==> src/rtl/vxe_axi4slv_biu.sv <==
`default_nettype none
// +--------------------------------------------------------------------------+
// | Module   : vxe_axi4slv_biu                                               |
// | Purpose  : AXI4 slave bus interface unit. Turns single-beat AXI4 reads   |
// |            and writes into the BIU request/accept register interface.    |
// |            Read and write paths are independent and each path allows one |
// |            transaction in flight at a time.                              |
// | Ports    : S_AXI4_ACLK/ARESETn   clock / async reset (1 = reset)         |
// |            S_AXI4_AW*, W*, B*    AXI4 write address, data and response   |
// |            S_AXI4_AR*, R*        AXI4 read address and data              |
// |            biu_w*                BIU write request, accept and error     |
// |            biu_r*                BIU read request, data, accept, error   |
// | Revision : 1.0  initial release                                          |
// +--------------------------------------------------------------------------+
module vxe_axi4slv_biu #(
  parameter int ADDR_WIDTH = 32,
  parameter int DATA_WIDTH = 32,
  parameter int ID_WIDTH   = 8
) (
  input  logic                      S_AXI4_ACLK,
  input  logic                      S_AXI4_ARESETn,
  // AW channel
  input  logic [ID_WIDTH-1:0]       S_AXI4_AWID,
  input  logic [ADDR_WIDTH-1:0]     S_AXI4_AWADDR,
  input  logic [7:0]                S_AXI4_AWLEN,
  input  logic [2:0]                S_AXI4_AWSIZE,
  input  logic [1:0]                S_AXI4_AWBURST,
  input  logic                      S_AXI4_AWLOCK,
  input  logic [3:0]                S_AXI4_AWCACHE,
  input  logic [2:0]                S_AXI4_AWPROT,
  input  logic                      S_AXI4_AWVALID,
  output logic                      S_AXI4_AWREADY,
  // W channel
  input  logic [DATA_WIDTH-1:0]     S_AXI4_WDATA,
  input  logic [DATA_WIDTH/8-1:0]   S_AXI4_WSTRB,
  input  logic                      S_AXI4_WLAST,
  input  logic                      S_AXI4_WVALID,
  output logic                      S_AXI4_WREADY,
  // B channel
  output logic [ID_WIDTH-1:0]       S_AXI4_BID,
  output logic [1:0]                S_AXI4_BRESP,
  output logic                      S_AXI4_BVALID,
  input  logic                      S_AXI4_BREADY,
  // AR channel
  input  logic [ID_WIDTH-1:0]       S_AXI4_ARID,
  input  logic [ADDR_WIDTH-1:0]     S_AXI4_ARADDR,
  input  logic [7:0]                S_AXI4_ARLEN,
  input  logic [2:0]                S_AXI4_ARSIZE,
  input  logic [1:0]                S_AXI4_ARBURST,
  input  logic                      S_AXI4_ARLOCK,
  input  logic [3:0]                S_AXI4_ARCACHE,
  input  logic [2:0]                S_AXI4_ARPROT,
  input  logic                      S_AXI4_ARVALID,
  output logic                      S_AXI4_ARREADY,
  // R channel
  output logic [ID_WIDTH-1:0]       S_AXI4_RID,
  output logic [DATA_WIDTH-1:0]     S_AXI4_RDATA,
  output logic [1:0]                S_AXI4_RRESP,
  output logic                      S_AXI4_RLAST,
  output logic                      S_AXI4_RVALID,
  input  logic                      S_AXI4_RREADY,
  // BIU write path
  output logic [ADDR_WIDTH-1:0]     biu_waddr,
  output logic                      biu_wenable,
  output logic [DATA_WIDTH-1:0]     biu_wdata,
  output logic [DATA_WIDTH/8-1:0]   biu_wben,
  input  logic                      biu_waccept,
  input  logic                      biu_werror,
  // BIU read path
  output logic [ADDR_WIDTH-1:0]     biu_raddr,
  output logic                      biu_renable,
  input  logic [DATA_WIDTH-1:0]     biu_rdata,
  input  logic                      biu_raccept,
  input  logic                      biu_rerror
);

  localparam logic [1:0] RESP_OKAY   = 2'b00;
  localparam logic [1:0] RESP_SLVERR = 2'b10;

  // Burst, size, cache, protection and lock attributes carry no meaning for a
  // single-beat register interface. Exclusive accesses complete as normal
  // accesses with OKAY, which AXI defines as exclusive failure.
  logic w_unused_ok;
  assign w_unused_ok = ^{S_AXI4_AWLEN, S_AXI4_AWSIZE, S_AXI4_AWBURST, S_AXI4_AWLOCK,
                         S_AXI4_AWCACHE, S_AXI4_AWPROT, S_AXI4_WLAST,
                         S_AXI4_ARLEN, S_AXI4_ARSIZE, S_AXI4_ARBURST, S_AXI4_ARLOCK,
                         S_AXI4_ARCACHE, S_AXI4_ARPROT};

  // --------------------------------------------------------------------------
  // Read path
  // --------------------------------------------------------------------------
  typedef enum logic [1:0] {
    R_IDLE = 2'd0,
    R_BIU  = 2'd1,
    R_RESP = 2'd2
  } rstate_e;

  rstate_e                 rstate_q, rstate_d;
  logic [ID_WIDTH-1:0]     rid_q, rid_d;
  logic [ADDR_WIDTH-1:0]   raddr_q, raddr_d;
  logic [DATA_WIDTH-1:0]   rdata_q, rdata_d;
  logic [1:0]              rresp_q, rresp_d;

  always_comb begin
    rstate_d = rstate_q;
    rid_d    = rid_q;
    raddr_d  = raddr_q;
    rdata_d  = rdata_q;
    rresp_d  = rresp_q;
    case (rstate_q)
      R_IDLE: begin
        if (S_AXI4_ARVALID) begin
          rid_d    = S_AXI4_ARID;
          raddr_d  = S_AXI4_ARADDR;
          rstate_d = R_BIU;
        end
      end
      R_BIU: begin
        if (biu_raccept) begin
          rdata_d  = biu_rdata;
          rresp_d  = biu_rerror ? RESP_SLVERR : RESP_OKAY;
          rstate_d = R_RESP;
        end
      end
      R_RESP: begin
        if (S_AXI4_RREADY) rstate_d = R_IDLE;
      end
      default: rstate_d = R_IDLE;
    endcase
  end

  always_ff @(posedge S_AXI4_ACLK or posedge S_AXI4_ARESETn) begin
    if (S_AXI4_ARESETn) begin
      rstate_q <= R_IDLE;
      rid_q    <= '0;
      raddr_q  <= '0;
      rdata_q  <= '0;
      rresp_q  <= RESP_OKAY;
    end else begin
      rstate_q <= rstate_d;
      rid_q    <= rid_d;
      raddr_q  <= raddr_d;
      rdata_q  <= rdata_d;
      rresp_q  <= rresp_d;
    end
  end

  // READY is masked by reset so nothing is handshaken while reset is held.
  assign S_AXI4_ARREADY = (rstate_q == R_IDLE) && !S_AXI4_ARESETn;
  assign S_AXI4_RVALID  = (rstate_q == R_RESP);
  assign S_AXI4_RLAST   = (rstate_q == R_RESP);
  assign S_AXI4_RID     = rid_q;
  assign S_AXI4_RDATA   = rdata_q;
  assign S_AXI4_RRESP   = rresp_q;
  assign biu_renable    = (rstate_q == R_BIU);
  assign biu_raddr      = raddr_q;

  // --------------------------------------------------------------------------
  // Write path
  // --------------------------------------------------------------------------
  typedef enum logic [1:0] {
    W_IDLE = 2'd0,
    W_BIU  = 2'd1,
    W_RESP = 2'd2
  } wstate_e;

  wstate_e                 wstate_q, wstate_d;
  logic                    aw_held_q, aw_held_d;
  logic                    w_held_q, w_held_d;
  logic [ID_WIDTH-1:0]     bid_q, bid_d;
  logic [ADDR_WIDTH-1:0]   waddr_q, waddr_d;
  logic [DATA_WIDTH-1:0]   wdata_q, wdata_d;
  logic [DATA_WIDTH/8-1:0] wstrb_q, wstrb_d;
  logic [1:0]              bresp_q, bresp_d;

  always_comb begin
    wstate_d  = wstate_q;
    aw_held_d = aw_held_q;
    w_held_d  = w_held_q;
    bid_d     = bid_q;
    waddr_d   = waddr_q;
    wdata_d   = wdata_q;
    wstrb_d   = wstrb_q;
    bresp_d   = bresp_q;
    case (wstate_q)
      W_IDLE: begin
        // Address and data are collected independently; the BIU access starts
        // once both are held, whichever arrived last.
        if (S_AXI4_AWVALID && !aw_held_q) begin
          bid_d     = S_AXI4_AWID;
          waddr_d   = S_AXI4_AWADDR;
          aw_held_d = 1'b1;
        end
        if (S_AXI4_WVALID && !w_held_q) begin
          wdata_d  = S_AXI4_WDATA;
          wstrb_d  = S_AXI4_WSTRB;
          w_held_d = 1'b1;
        end
        if (aw_held_d && w_held_d) wstate_d = W_BIU;
      end
      W_BIU: begin
        if (biu_waccept) begin
          bresp_d  = biu_werror ? RESP_SLVERR : RESP_OKAY;
          wstate_d = W_RESP;
        end
      end
      W_RESP: begin
        if (S_AXI4_BREADY) begin
          aw_held_d = 1'b0;
          w_held_d  = 1'b0;
          wstate_d  = W_IDLE;
        end
      end
      default: wstate_d = W_IDLE;
    endcase
  end

  always_ff @(posedge S_AXI4_ACLK or posedge S_AXI4_ARESETn) begin
    if (S_AXI4_ARESETn) begin
      wstate_q  <= W_IDLE;
      aw_held_q <= 1'b0;
      w_held_q  <= 1'b0;
      bid_q     <= '0;
      waddr_q   <= '0;
      wdata_q   <= '0;
      wstrb_q   <= '0;
      bresp_q   <= RESP_OKAY;
    end else begin
      wstate_q  <= wstate_d;
      aw_held_q <= aw_held_d;
      w_held_q  <= w_held_d;
      bid_q     <= bid_d;
      waddr_q   <= waddr_d;
      wdata_q   <= wdata_d;
      wstrb_q   <= wstrb_d;
      bresp_q   <= bresp_d;
    end
  end

  assign S_AXI4_AWREADY = (wstate_q == W_IDLE) && !aw_held_q && !S_AXI4_ARESETn;
  assign S_AXI4_WREADY  = (wstate_q == W_IDLE) && !w_held_q && !S_AXI4_ARESETn;
  assign S_AXI4_BVALID  = (wstate_q == W_RESP);
  assign S_AXI4_BID     = bid_q;
  assign S_AXI4_BRESP   = bresp_q;
  assign biu_wenable    = (wstate_q == W_BIU);
  assign biu_waddr      = waddr_q;
  assign biu_wdata      = wdata_q;
  assign biu_wben       = wstrb_q;

endmodule
`default_nettype wire

==> config.mk <==
export PLATFORM = sky130hd
export DESIGN_NAME = vxe_axi4slv_biu
export DESIGN_NICKNAME = d
export VERILOG_FILES = /design/src/rtl/vxe_axi4slv_biu.sv
export SDC_FILE = /design/constraint.sdc
export NUM_CORES = 1
export LEC_CHECK = 0
export ABC_AREA = 1
export BUFFER_PORTS_ARGS = -buffer_cell sky130_fd_sc_hd__buf_2
export CORE_AREA = 3 3 141 143
export DETAILED_ROUTE_END_ITERATION = 12
export DIE_AREA = 0 0 144 146
export PLACE_DENSITY = 0.74
export SYNTH_ARGS = -nofsm -noshare
export SYNTH_HDL_FRONTEND = slang
export SYNTH_SLANG_ARGS = --single-unit
==> constraint.sdc <==
create_clock -name S_AXI4_ACLK -period 7.83 [get_ports S_AXI4_ACLK]
set_input_delay 1.9575 -clock S_AXI4_ACLK [delete_from_list [all_inputs] [get_ports S_AXI4_ACLK]]
set_output_delay 1.9575 -clock S_AXI4_ACLK [all_outputs]
set_load 0.01 [all_outputs]
Yosys cells after proc, flatten, opt, wreduce, memory -nomap -nowiden --
Cells that the tools add are included. Widths: inputs -> output; s select.
Word-level totals: register bits 158, input bits 202, output and inout port bits 160, word-level logic and storage cells 62
Cells by class: eq/ne operators 10, multiplexer cells 17, reduce and logical (&&, ||, !) cells 22
Operator list (number):
- $mux 2 | 8
- $pmux 2 s3 | 2
- $reduce_and 2->1 | 6
- $logic_and 1x1->1 | 8
- $ne 2x1->1 const B | 4
- $reduce_and 3->1 | 2
- $mux 1 | 5
- $eq 2x1->1 const B | 2
- $eq 2x2->1 const B | 2
- $logic_not 2->1 | 2
- $ne 2x2->1 const B | 2
- $pmux 1 s2 | 2
- $logic_not 1->1 | 3
- $reduce_bool 2->1 | 1

Logic depth before layout (Yosys ltp) --
Gate-level depths: netlist of the first run.
word-level depth 7, depth in mapped cells 6, mapped depth without buffers 5

Worst setup path before layout of the first run --
Ideal clock, no wire load.
path kind in2out, start point in S_AXI4_ARESETn, end point out S_AXI4_AWREADY, data arrival time 2259 ps, data required time 5872 ps, setup slack 3614 ps, cell stages on the path 1, path buffers 0, path through nor3_1
On the way: word-level cells in the longest chain between the ends 2
Ends and longest elaborated chain:
- from (decl) | line 21 | input logic S_AXI4_ARESETn,
- $logic_not 1->1 | line 240 | assign S_AXI4_AWREADY = (wstate_q == W_IDLE) && !aw_held_q && !S_AXI4_ARESETn;
- $logic_and 1x1->1 | line 240
- to (decl) | line 32 | output logic S_AXI4_AWREADY,
Every way passes these cells.

Final worst setup path of the first run --
Same ends and word-level chain as after synthesis.

==> results of run 1 <==
[power breakdown]
| group | switching (uW) | internal (uW) |
|---|---|---|
| combinational | 865 | 493 |
| clock | 341 | 481 |
| sequential | 197 | 1180 |
| total | 1400 | 2150 |
[cell families after synthesis]
| family | count (synthesis) |
|---|---|
| other | 1 |
| buffers and inverters | 61 |
| DFF | 156 |
| AOI/OAI and AO/OA | 4 |
| and+or+nand+nor | 477 |
[flip-flops by register name (all words and copies together) (netlist names)]
register	count
aw_held_q	1
S_AXI4_RDATA	32
biu_waddr	32
S_AXI4_RID	8
biu_raddr	32
biu_wben	4
wstate_q	2
biu_wdata	32
S_AXI4_BRESP	1
w_held_q	1
rstate_q	2
S_AXI4_RRESP	1
S_AXI4_BID	8
[layout make-up]
| cell class | instances | area share |
|---|---|---|
| flip-flops and latches | 156 | 0.458 |
| multi-input cells | 483 | 0.240 |
| repair buffers | 324 | 0.193 |
| clock buffers | 19 | 0.0520 |
| well taps | 234 | 0.0343 |
| clock inverters | 13 | 0.0164 |
| inverters | 13 | 0.00631 |
| diodes | 1 | 0.000294 |
[metrics by stage]
step	hold WS, ns	cell area, sq um
global route	0.483	8530
floorplan	0.509	6230
CTS	0.469	8520
global placement	0.449	7940
detailed placement	0.453	7940
finish	0.464	8530
[Yosys cell counts]
master and instances:
sky130_fd_sc_hd__nand2_1 312, sky130_fd_sc_hd__o21ai_0 4, sky130_fd_sc_hd__dfrtp_1 156, sky130_fd_sc_hd__buf_2 33, sky130_fd_sc_hd__conb_1 1, sky130_fd_sc_hd__clkbuf_1 12, sky130_fd_sc_hd__nor2_1 5, sky130_fd_sc_hd__nand2_2 1
sky130_fd_sc_hd__nor3_1 3, sky130_fd_sc_hd__nand3_2 1, sky130_fd_sc_hd__nand3_1 152, sky130_fd_sc_hd__inv_2 1, sky130_fd_sc_hd__buf_4 3, sky130_fd_sc_hd__inv_1 12, sky130_fd_sc_hd__nor2_4 3
[critical path, cell delays in order]
cell and delay, ns:
sky130_fd_sc_hd__buf_2 0.16, sky130_fd_sc_hd__nor3_1 0.18, sky130_fd_sc_hd__buf_2 0.16
[metal layers]
layer  routed length, um  vias up
li1                    -     2813
met1                7690     2610
met2                8390      254
met3                1480       41
met4                 556        0
met5                   0        -
[path summary, 6_finish.rpt]
kind	endpoint	slack (ns)	cells past startpoint	start
max	S_AXI4_AWREADY	3.42	3	S_AXI4_ARESETn
min in group asynchronous	S_AXI4_RID[3]$_DFFE_PP0P_	1.81	2	S_AXI4_ARESETn
min reg2reg	biu_wdata[6]$_DFFE_PP0P_	0.46	2	biu_wdata[6]$_DFFE_PP0P_
min	biu_wdata[6]$_DFFE_PP0P_	0.46	2	biu_wdata[6]$_DFFE_PP0P_
max reg2reg	biu_wdata[3]$_DFFE_PP0P_	5.42	5	wstate_q[0]$_DFFE_PP0P_
max in group asynchronous	wstate_q[1]$_DFFE_PP0P_	4.74	3	S_AXI4_ARESETn
==> insert_results.sql, run 1 <==
INSERT INTO impl_metrics (metric_group, metric, value, unit) VALUES
('run_status', 'status', 'finished clean', ''),
('worst_setup_path', 'crit_type', 'primary input to output port', ''),
('sta', 'rsz0062_at_grt', 'false', ''),
('sta', 'finalCritPeriodShare', '0.563', ''),
('worst_setup_path', 'worst-path-max-fanout', '4', ''),
('sta', 'relSlewSlack', '0.394', ''),
('global_routing', 'grt_antenna_before_repair', '1', ''),
('sta', 'slew_viol_final', '0', ''),
('clocking', 'total_of_hold_buffers_inserted_after_clock_tree_synthesis', '0', ''),
('synthesis', 'post_synth_fa_ha_maj_area_fraction', '0', ''),
('synthesis', 'syn_avg_cell_area', '8.91', 'sq um'),
('global_routing', 'gr-usage-all-layers', '0.170', ''),
('route', 'final_antenna_net_count', '0', ''),
('placement', 'placement.io_buffers', '316', ''),
('sta', 'setup_ws', '3.42', 'ns'),
('power_and_ir_drop', 'ir_drop', '0.171', 'mV'),
('cells_and_area', 'post_route_cells_drive_above_1_share', '0.361', ''),
('synthesis', 'compound_cell_area_share_of_the_yosys_netlist', '0.00322', ''),
('route', 'drt-total-wl', '18100', 'um'),
('global_routing', 'use_met1', '0.216', ''),
('global_routing', 'grt_overflow_total', '0', ''),
('clocking', 'clock_tree.buffer_depth', '2', ''),
('cells_and_area', 'area.sequential', '0.00390', 'sq mm'),
('clocking', 'cts.root.buffer_cell', 'sky130_fd_sc_hd__clkbuf_16', ''),
('synthesis', 'synthTopCellsByArea', 'sky130_fd_sc_hd__dfrtp_1 (63%), sky130_fd_sc_hd__nand2_1 (19%), sky130_fd_sc_hd__nand3_1 (12%)', ''),
('cells_and_area', 'area_growth_syn_to_layout', '37.0', '%'),
('global_routing', 'grt_start_max_net_pins', '103', ''),
('synthesis', 'synth-seq-cells', '156', ''),
('synthesis', 'yosys.area_share.simple', '0.324', ''),
('clocking', 'clk_latency', '0.41', 'ns'),
('sta', 'timing_worst_slew_pin_value', '0.910', 'ns'),
('floorplan', 'placementRows', '50', ''),
('route', 'wire_per_inst', '14.6', 'um'),
('sta', 'finalClockSkew', '0.00613', 'ns'),
('hold_path', 'min_path_type', 'flip-flop to flip-flop', ''),
('global_routing', 'top_usage_layer', 'met2', ''),
('clocking', 'cts.repair_timing.setup_buffer_count', '0', ''),
('route', 'remaining_drc_errors', '0', ''),
('synthesis', 'yosys-mux-area-fraction', '0', ''),
('sta', 'layout_min_cycle_time', '4.41', 'ns'),
('placement', 'gp_routability_congestion', '0.805', ''),
('floorplan', 'core-area', '0.0187', 'sq mm'),
('placement', 'pre_cts_slack', '3.40', 'ns'),
('route', 'drt_iter0_markers', '225', ''),
('route', 'routed-via-count', '5718', ''),
('synthesis', 'post_synth_xor_area_fraction', '0', ''),
('clocking', 'tritoncts_num_sinks', '156', ''),
('floorplan', 'top_level_ports', '362', ''),
('clocking', 'cts_resized', '0', ''),
('sta', 'count_of_final_setup_violators', '0', ''),
('synthesis', 'post_synth_inst_count', '699', ''),
('floorplan', 'die_w', '144', 'um'),
('floorplan', 'die-height', '146', 'um'),
('clocking', 'tritoncts.num_buffers', '17', ''),
('clocking', 'cts-htree-levels', '4', ''),
('placement', 'placed_cells', '1210', ''),
('cells_and_area', 'layout.core_utilization', '0.456', ''),
('route', 'route.detailed.vias_per_inst', '4.60', ''),
('worst_setup_path', 'timing.critical_path.from_type', 'primary input', ''),
('cells_and_area', 'layout.filler_cells', '1836', ''),
('sta', 'finalSetupTns', '0', 'ns'),
('floorplan', 'initial_core_util', '0.333', ''),
('flow_run', 'maxCapViolCount', '0', ''),
('synthesis', 'yosys_synthesis_warning_count', '0', ''),
('floorplan', 'floorplan.die_area', '0.0210', 'sq mm'),
('synthesis', 'synth_top_area_share', '0.627', ''),
('clocking', 'worst_setup_hold_path_clk_slew', '0.06', 'ns'),
('synthesis', 'ys_types', '15', ''),
('cells_and_area', 'most_frequent_cells_in_the_layout', 'sky130_fd_sc_hd__buf_2 (316), sky130_fd_sc_hd__nand2_1 (312), sky130_fd_sc_hd__dfrtp_1 (156)', ''),
('route', 'firstDrtPassIters', '4', ''),
('synthesis', 'ys_seq_area_frac', '0.627', '');
Power figures use the tool's default switching activity.
==> run 2, diff against run 1 <==
- clock period: 7.83 -> 4.22 ns (I/O delays scaled with it)
==> run 2 against run 1 <==
  * Wire length increased by 0.76%
  * Power increased by 84%
  * Clock power increased by 76%
  * Die area unchanged
  * Design area increased by 0.23%
  * Register-to-register slack got worse by 3.3 ns
  * Worst setup slack got worse by 2.1 ns
  * Clock skew about the same
  * Utilization increased by 0.11 points
  * Largest power group unchanged
  * Via count increased by 0.87%
==> insert_results.sql, run 2 (synthesized netlist as in run 1, its figures left out) <==
INSERT INTO impl_metrics (metric_group, metric, value, unit) VALUES
('worst_setup_path', 'worstSetupEndpointType', 'output port', ''),
('placement', 'hpwl_after_detailed_placement', '12800', 'um'),
('global_routing', 'grt_overflow_total', '0', ''),
('worst_setup_path', 'timing.critical_path.from_type', 'flip-flop', ''),
('sta', 'worst_hold_slack', '0.464', 'ns'),
('route', 'drt_iter0_markers', '247', ''),
('worst_setup_path', 'timing.reg2reg.setup_slack', '2.10', 'ns'),
('cells_and_area', 'layout.filler_cells', '1816', ''),
('floorplan', 'initial_core_util', '0.333', ''),
('cells_and_area', 'layout.core_utilization', '0.457', ''),
('placement', 'placement.io_buffers', '316', ''),
('run_status', 'status', 'finished clean', ''),
('floorplan', 'top_level_ports', '362', ''),
('cells_and_area', 'most_frequent_cells_in_the_layout', 'sky130_fd_sc_hd__buf_2 (316), sky130_fd_sc_hd__nand2_1 (312), sky130_fd_sc_hd__dfrtp_1 (156)', ''),
('clocking', 'cts_tree', 'yes', ''),
('worst_setup_path', 'worstReg2RegEnd', 'biu_wdata[6]$_DFFE_PP0P_', ''),
('power_and_ir_drop', 'reported_leakage_power', '0.00501', 'uW'),
('floorplan', 'die_w', '144', 'um'),
('cells_and_area', 'antennaDiodeCount', '0', ''),
('global_routing', 'grt_start_max_net_pins', '55', ''),
('cells_and_area', 'post_route_cells_drive_above_1_share', '0.364', ''),
('floorplan', 'floorplan.die_area', '0.0210', 'sq mm'),
('sta', 'count_of_final_setup_violators', '0', ''),
('route', 'drt-total-wl', '18300', 'um'),
('clocking', 'tritoncts_num_sinks', '156', ''),
('power_and_ir_drop', 'ir_drop', '0.367', 'mV'),
('cells_and_area', 'multi_input_area', '0.00205', 'sq mm'),
('clocking', 'cts_resized', '0', ''),
('hold_path', 'min_path_type', 'flip-flop to flip-flop', ''),
('route', 'routed-via-count', '5768', ''),
('route', 'firstDrtPassIters', '4', ''),
('clocking', 'cts-htree-levels', '4', ''),
('route', 'route.detailed.vias_per_inst', '4.63', ''),
('worst_setup_path', 'worst-path-max-fanout', '29', ''),
('sta', 'slew_viol_final', '0', ''),
('cells_and_area', 'nNetsFinal', '1200', ''),
('sta', 'hold_viol', '0', ''),
('clocking', 'cts.root.buffer_cell', 'sky130_fd_sc_hd__clkbuf_16', ''),
('hold_path', 'hold_path.startpoint', 'S_AXI4_RID[5]$_DFFE_PP0P_', ''),
('sta', 'rsz0062_at_grt', 'false', ''),
('worst_setup_path', 'worst_r2r_startpoint', 'wstate_q[0]$_DFFE_PP0P_', ''),
('global_routing', 'grt_antenna_before_repair', '0', ''),
('hold_path', 'min_delay_worst_endpoint', 'S_AXI4_RID[5]$_DFFE_PP0P_', ''),
('clocking', 'worst_setup_hold_path_clk_slew', '0.06', 'ns'),
('worst_setup_path', 'worstPathCellList', 'nor2_4 > inv_2 > nor3_1 > buf_2', ''),
('route', 'wire_per_inst', '14.7', 'um'),
('worst_setup_path', 'slowest_cell_on_the_critical_path', 'sky130_fd_sc_hd__nor2_4', ''),
('floorplan', 'die-height', '146', 'um'),
('cells_and_area', 'layout.cells.most_common', 'sky130_fd_sc_hd__buf_2', ''),
('sta', 'finalSetupTns', '0', 'ns'),
('worst_setup_path', 'crit_required', '3.16', 'ns'),
('cells_and_area', 'area.sequential', '0.00390', 'sq mm'),
('clocking', 'tritoncts.num_buffers', '17', ''),
('clocking', 'clock_tree.buffer_depth', '2', ''),
('sta', 'maxClockFrequency', '0.340', 'GHz'),
('global_routing', 'grt_first_pass_wirelength', '28400', 'um'),
('placement', 'gp_routability_congestion', '0.783', ''),
('sta', 'finalClockSkew', '0.00599', 'ns'),
('floorplan', 'core-area', '0.0187', 'sq mm'),
('clocking', 'cts.repair_timing.setup_buffer_count', '0', ''),
('power_and_ir_drop', 'power_per_cell_area', '764', 'mW/mm^2'),
('sta', 'layout_min_cycle_time', '2.94', 'ns'),
('cells_and_area', 'area_growth_syn_to_layout', '37.3', '%'),
('hold_path', 'hold_path_depth', '2', ''),
('sta', 'timing_worst_slew_pin_value', '0.925', 'ns'),
('route', 'final_antenna_net_count', '0', ''),
('clocking', 'total_of_hold_buffers_inserted_after_clock_tree_synthesis', '0', ''),
('flow_run', 'maxCapViolCount', '0', ''),
('global_routing', 'gr-usage-all-layers', '0.168', ''),
('floorplan', 'placementRows', '50', ''),
('sta', 'relSlewSlack', '0.382', ''),
('sta', 'finalCritPeriodShare', '0.697', ''),
('clocking', 'clk_latency', '0.41', 'ns'),
('worst_setup_path', 'worst_r2r_path_depth', '4', ''),
('global_routing', 'via_count_of_the_first_global_routing_pass', '5620', ''),
('worst_setup_path', 'crit_type', 'flip-flop to output port', ''),
('worst_setup_path', 'timing.critical_path.slowest_cell_delay', '0.64', 'ns'),
('worst_setup_path', 'worst-endpoint-arrival', '1.89', 'ns'),
('route', 'remaining_drc_errors', '0', '');
## run 2: cell types whose count changed in the layout (fill, tap and decap cells not counted)
cell / previous run / this run
sky130_fd_sc_hd__clkbuf_8: 1 / 2
sky130_fd_sc_hd__clkinv_2: 3 / 1
sky130_fd_sc_hd__buf_4: 8 / 9
sky130_fd_sc_hd__diode_2: 1 / 0
sky130_fd_sc_hd__clkbuf_1: 1 / 0
sky130_fd_sc_hd__buf_12: 0 / 2
sky130_fd_sc_hd__clkinv_4: 0 / 4
sky130_fd_sc_hd__bufinv_16: 2 / 0
## run 2: cell type report
| type | count | area share |
|---|---|---|
| clock inverters | 13 | 0.0124 |
| flip-flops and latches | 156 | 0.457 |
| clock buffers | 19 | 0.0530 |
| repair buffers | 327 | 0.198 |
| inverters | 13 | 0.00615 |
| well taps | 234 | 0.0343 |
| multi-input cells | 483 | 0.240 |
## run 2: where the power goes
| part | leakage, uW | switching, uW | internal [uW] |
|---|---|---|---|
| clock network | 0.000267 | 653 | 797 |
| registers | 0.00195 | 368 | 2180 |
| logic | 0.00279 | 1610 | 920 |
| total | 0.00501 | 2630 | 3900 |
## run 2: how the worst max path moves through the flow
stage                                 start                           end  cells after the start  slack, ns
floorplan                    S_AXI4_ARESETn     S_AXI4_BID[0]$_DFFE_PP0P_                      1       1.19
global placement                biu_raccept   S_AXI4_RRESP[1]$_DFFE_PP0P_                      4       1.56
detailed placement              biu_raccept  S_AXI4_RDATA[28]$_DFFE_PP0P_                      4       1.50
CTS                 wstate_q[0]$_DFFE_PP0P_                 S_AXI4_WREADY                      4       1.23
global route        wstate_q[0]$_DFFE_PP0P_                S_AXI4_AWREADY                      4       1.05
finish              wstate_q[0]$_DFFE_PP0P_                 S_AXI4_WREADY                      4       1.28
## run 2: critical path: cells and delay by family, from the launching register on
| family | cells | cell delay [ns] |
|---|---|---|
| buf+inv | 2 | 0.24 |
| simple gates | 2 | 0.80 |
| flops | 1 | 0.44 |
## run 2: through the flow
| stage | instance area [sq um] | instances | worst slack (ns) | power [uW] |
|---|---|---|---|---|
| final | 8550 | 1245 | 1.28 | 6520 |
| after global routing | 8550 | 1245 | 1.05 | 7040 |
| after CTS | 8550 | 1245 | 1.23 | 6620 |
| after detailed placement | 7990 | 1213 | 1.50 | 5140 |
| after global placement | 7990 | 1213 | 1.56 | 5070 |
| after floorplan | 6230 | 700 | 1.19 | 4030 |
## run 2: per-layer routing
layer  routed length (um)  GRT usage  vias up  part of all wire
li1                     -          -     2820                 -
met1                 7480      0.201     2682              0.41
met2                 8860      0.284      235              0.49
met3                 1480     0.0503       31             0.081
met4                  440     0.0636        0             0.024
met5                    0          0        -                 0
==> run 3, diff against run 2 <==
- PLACE_DENSITY: 0.74 -> 0.77
- clock period: 4.22 -> 2.55 ns (I/O delays scaled with it)
==> run 3 against run 2 <==
  * Non-clock buffer count is 4 higher
  * Clock power is 64% higher
  * Worst hold slack worse by 0.024 ns
  * Die area stayed put
  * Clock skew is 0.010 ns higher
  * Sequential power is 65% higher
  * Utilization is 0.11 points higher
  * Via count is 0.23% higher
  * Global-route usage is 0.21 points lower
  * Sequential share of layout area is 0.11 points lower
  * Critical path depth is 1 lower
  * Largest power group unchanged
==> insert_results.sql, run 3 (synthesized netlist as in run 1, its figures left out) <==
INSERT INTO impl_metrics (metric_group, metric, value, unit) VALUES
('sta', 'worst_hold_slack', '0.439', 'ns'),
('clocking', 'clock_tree.buffer_depth', '2', ''),
('floorplan', 'floorplan.die_area', '0.0210', 'sq mm'),
('clocking', 'total_of_hold_buffers_inserted_after_clock_tree_synthesis', '0', ''),
('power_and_ir_drop', 'power.net_switching', '4280', 'uW'),
('floorplan', 'core-area', '0.0187', 'sq mm'),
('worst_setup_path', 'worst_r2r_startpoint', 'wstate_q[0]$_DFFE_PP0P_', ''),
('cells_and_area', 'post_route_cells_drive_above_1_share', '0.364', ''),
('power_and_ir_drop', 'reported_leakage_power', '0.00502', 'uW'),
('placement', 'placed_cells', '1217', ''),
('floorplan', 'top_level_ports', '362', ''),
('hold_path', 'hold_path.startpoint', 'S_AXI4_RREADY', ''),
('cells_and_area', 'layoutNonFillerInstCount', '1249', ''),
('cells_and_area', 'nNetsFinal', '1204', ''),
('worst_setup_path', 'timing.critical_path.from_type', 'flip-flop', ''),
('clocking', 'worst_setup_hold_path_clk_slew', '0.06', 'ns'),
('sta', 'slew_viol_final', '0', ''),
('power_and_ir_drop', 'share_clk_of_total_power', '0.220', ''),
('power_and_ir_drop', 'switching_part_of_the_total', '0.396', ''),
('cells_and_area', 'antennaDiodeCount', '0', ''),
('global_routing', 'grt_antenna_before_repair', '1', ''),
('power_and_ir_drop', 'power_internal', '6540', 'uW'),
('floorplan', 'die_w', '144', 'um'),
('sta', 'hold_viol', '0', ''),
('hold_path', 'hold_path_depth', '2', ''),
('run_status', 'status', 'finished clean', ''),
('cells_and_area', 'layout.cells.most_common', 'sky130_fd_sc_hd__buf_2', ''),
('flow_run', 'maxCapViolCount', '0', ''),
('placement', 'hpwl_after_detailed_placement', '12800', 'um'),
('sta', 'relSlewSlack', '0.536', ''),
('route', 'firstDrtPassIters', '5', ''),
('global_routing', 'grt_start_max_net_pins', '113', ''),
('route', 'drt-total-wl', '17800', 'um'),
('power_and_ir_drop', 'power_per_cell_area', '1260', 'mW/mm^2'),
('sta', 'rsz0062_at_grt', 'false', ''),
('sta', 'timing_worst_slew_pin_value', '0.693', 'ns'),
('sta', 'finalCritPeriodShare', '0.771', ''),
('route', 'wire_per_inst', '14.3', 'um'),
('power_and_ir_drop', 'sequentialPowerShare', '0.390', ''),
('worst_setup_path', 'crit_required', '1.91', 'ns'),
('cells_and_area', 'most_frequent_cells_in_the_layout', 'sky130_fd_sc_hd__buf_2 (316), sky130_fd_sc_hd__nand2_1 (312), sky130_fd_sc_hd__dfrtp_1 (156)', ''),
('route', 'drt_iter0_markers', '292', ''),
('route', 'routed-via-count', '5781', ''),
('power_and_ir_drop', 'combPwrFrac', '0.390', ''),
('global_routing', 'grt_first_pass_wirelength', '28100', 'um'),
('sta', 'count_of_final_setup_violators', '0', ''),
('hold_path', 'min_path_type', 'primary input to flip-flop', ''),
('worst_setup_path', 'worstSetupStartpoint', 'wstate_q[0]$_DFFE_PP0P_', ''),
('global_routing', 'gr-usage-all-layers', '0.166', ''),
('placement', 'gp_routability_congestion', '0.803', ''),
('worst_setup_path', 'worst_r2r_path_depth', '6', ''),
('route', 'remaining_drc_errors', '0', ''),
('worst_setup_path', 'timing.reg2reg.setup_slack', '0.85', 'ns'),
('floorplan', 'initial_core_util', '0.333', ''),
('clocking', 'cts.repair_timing.setup_buffer_count', '0', ''),
('clocking', 'tritoncts.num_buffers', '17', ''),
('route', 'route.met2.wl', '8560', 'um'),
('power_and_ir_drop', 'ir_drop', '0.490', 'mV'),
('global_routing', 'grt_overflow_total', '0', ''),
('worst_setup_path', 'worst-path-max-fanout', '5', ''),
('placement', 'placement.io_buffers', '316', ''),
('sta', 'finalClockSkew', '0.0164', 'ns'),
('route', 'route.detailed.vias_per_inst', '4.63', ''),
('worst_setup_path', 'crit_type', 'flip-flop to output port', ''),
('clocking', 'cts-htree-levels', '4', ''),
('clocking', 'clk_latency', '0.41', 'ns'),
('route', 'wl_met3', '1550', 'um'),
('worst_setup_path', 'worst-endpoint-arrival', '1.33', 'ns'),
('route', 'total_routed_wire_length_on_the_met1_layer', '7210', 'um'),
('clocking', 'cts_resized', '0', ''),
('floorplan', 'die-height', '146', 'um'),
('clocking', 'cts.root.buffer_cell', 'sky130_fd_sc_hd__clkbuf_16', ''),
('route', 'final_antenna_net_count', '0', ''),
('cells_and_area', 'area_growth_syn_to_layout', '37.6', '%'),
('clocking', 'tritoncts_num_sinks', '156', ''),
('sta', 'maxClockFrequency', '0.509', 'GHz'),
('clocking', 'cts_tree', 'yes', ''),
('route', 'top_layer', 'met5', ''),
('floorplan', 'placementRows', '50', ''),
('worst_setup_path', 'worstSetupEndpointType', 'output port', ''),
('sta', 'layout_min_cycle_time', '1.97', 'ns'),
('global_routing', 'via_count_of_the_first_global_routing_pass', '5525', '');
==> run 3: changes by cell type in the layout (fill, tap and decap cells not counted), sizes merged <==
cell / previous run / this run
clkinv: 5 / 3
bufinv: 0 / 1
inv: 17 / 16
clkinvlp: 4 / 5
buf: 327 / 331
clkbuf: 19 / 20
==> run 3: final cells by class <==
type | count | area, sq um
Fill cell | 1818 | 10100
Sequential cell | 156 | 3900
Multi-Input combinational cell | 483 | 2050
Timing Repair Buffer | 331 | 1720
Clock buffer | 20 | 437
Tap cell | 234 | 293
Clock inverter | 12 | 114
Inverter | 13 | 52.6
==> run 3: path summary, 6_finish.rpt <==
| check | end |
|---|---|
| min in group asynchronous | biu_wdata[4]$_DFFE_PP0P_ |
| hold reg to reg | biu_waddr[18]$_DFFE_PP0P_ |
| max in group asynchronous | S_AXI4_RRESP[1]$_DFFE_PP0P_ |
| setup reg to reg | biu_waddr[24]$_DFFE_PP0P_ |
| hold / removal | rstate_q[1]$_DFFE_PP0P_ |
| setup / recovery | biu_wenable |
==> run 3: worst max-delay path: stages (launching register included) <==
cell and delay (ns):
sky130_fd_sc_hd__dfrtp_1 0.44, sky130_fd_sc_hd__inv_1 0.06, sky130_fd_sc_hd__nor2_1 0.23, sky130_fd_sc_hd__buf_2 0.19
==> run 3: per-stage QoR <==
stage	cell area, sq um	total power, uW	util	setup slack, ns	setup TNS, ns
2_1_floorplan	6230	6670	-	-0.0604	-9.42
3_3_place_gp	8020	8400	0.429	0.765	0
3_5_place_dp	8020	8540	0.429	0.733	0
4_1_cts	8570	11000	0.458	0.553	0
5_1_grt	8570	11700	0.458	0.451	0
6_report	8570	10800	0.458	0.585	0
==> run 3: power groups by stage <==
stage	logic (uW)	clock network, uW	registers [uW]
finish	4210	2380	4220
CTS	4300	2470	4220
global placement	4210	0	4190
floorplan	1910	0	4760
detailed placement	4310	0	4230
global route	4740	2590	4360
==> run 3: metal layers <==
layer  track usage  vias up
met5             0        -
met4        0.0626        2
met3        0.0552       34
met2         0.270      252
met1         0.205     2652
li1              -     2841
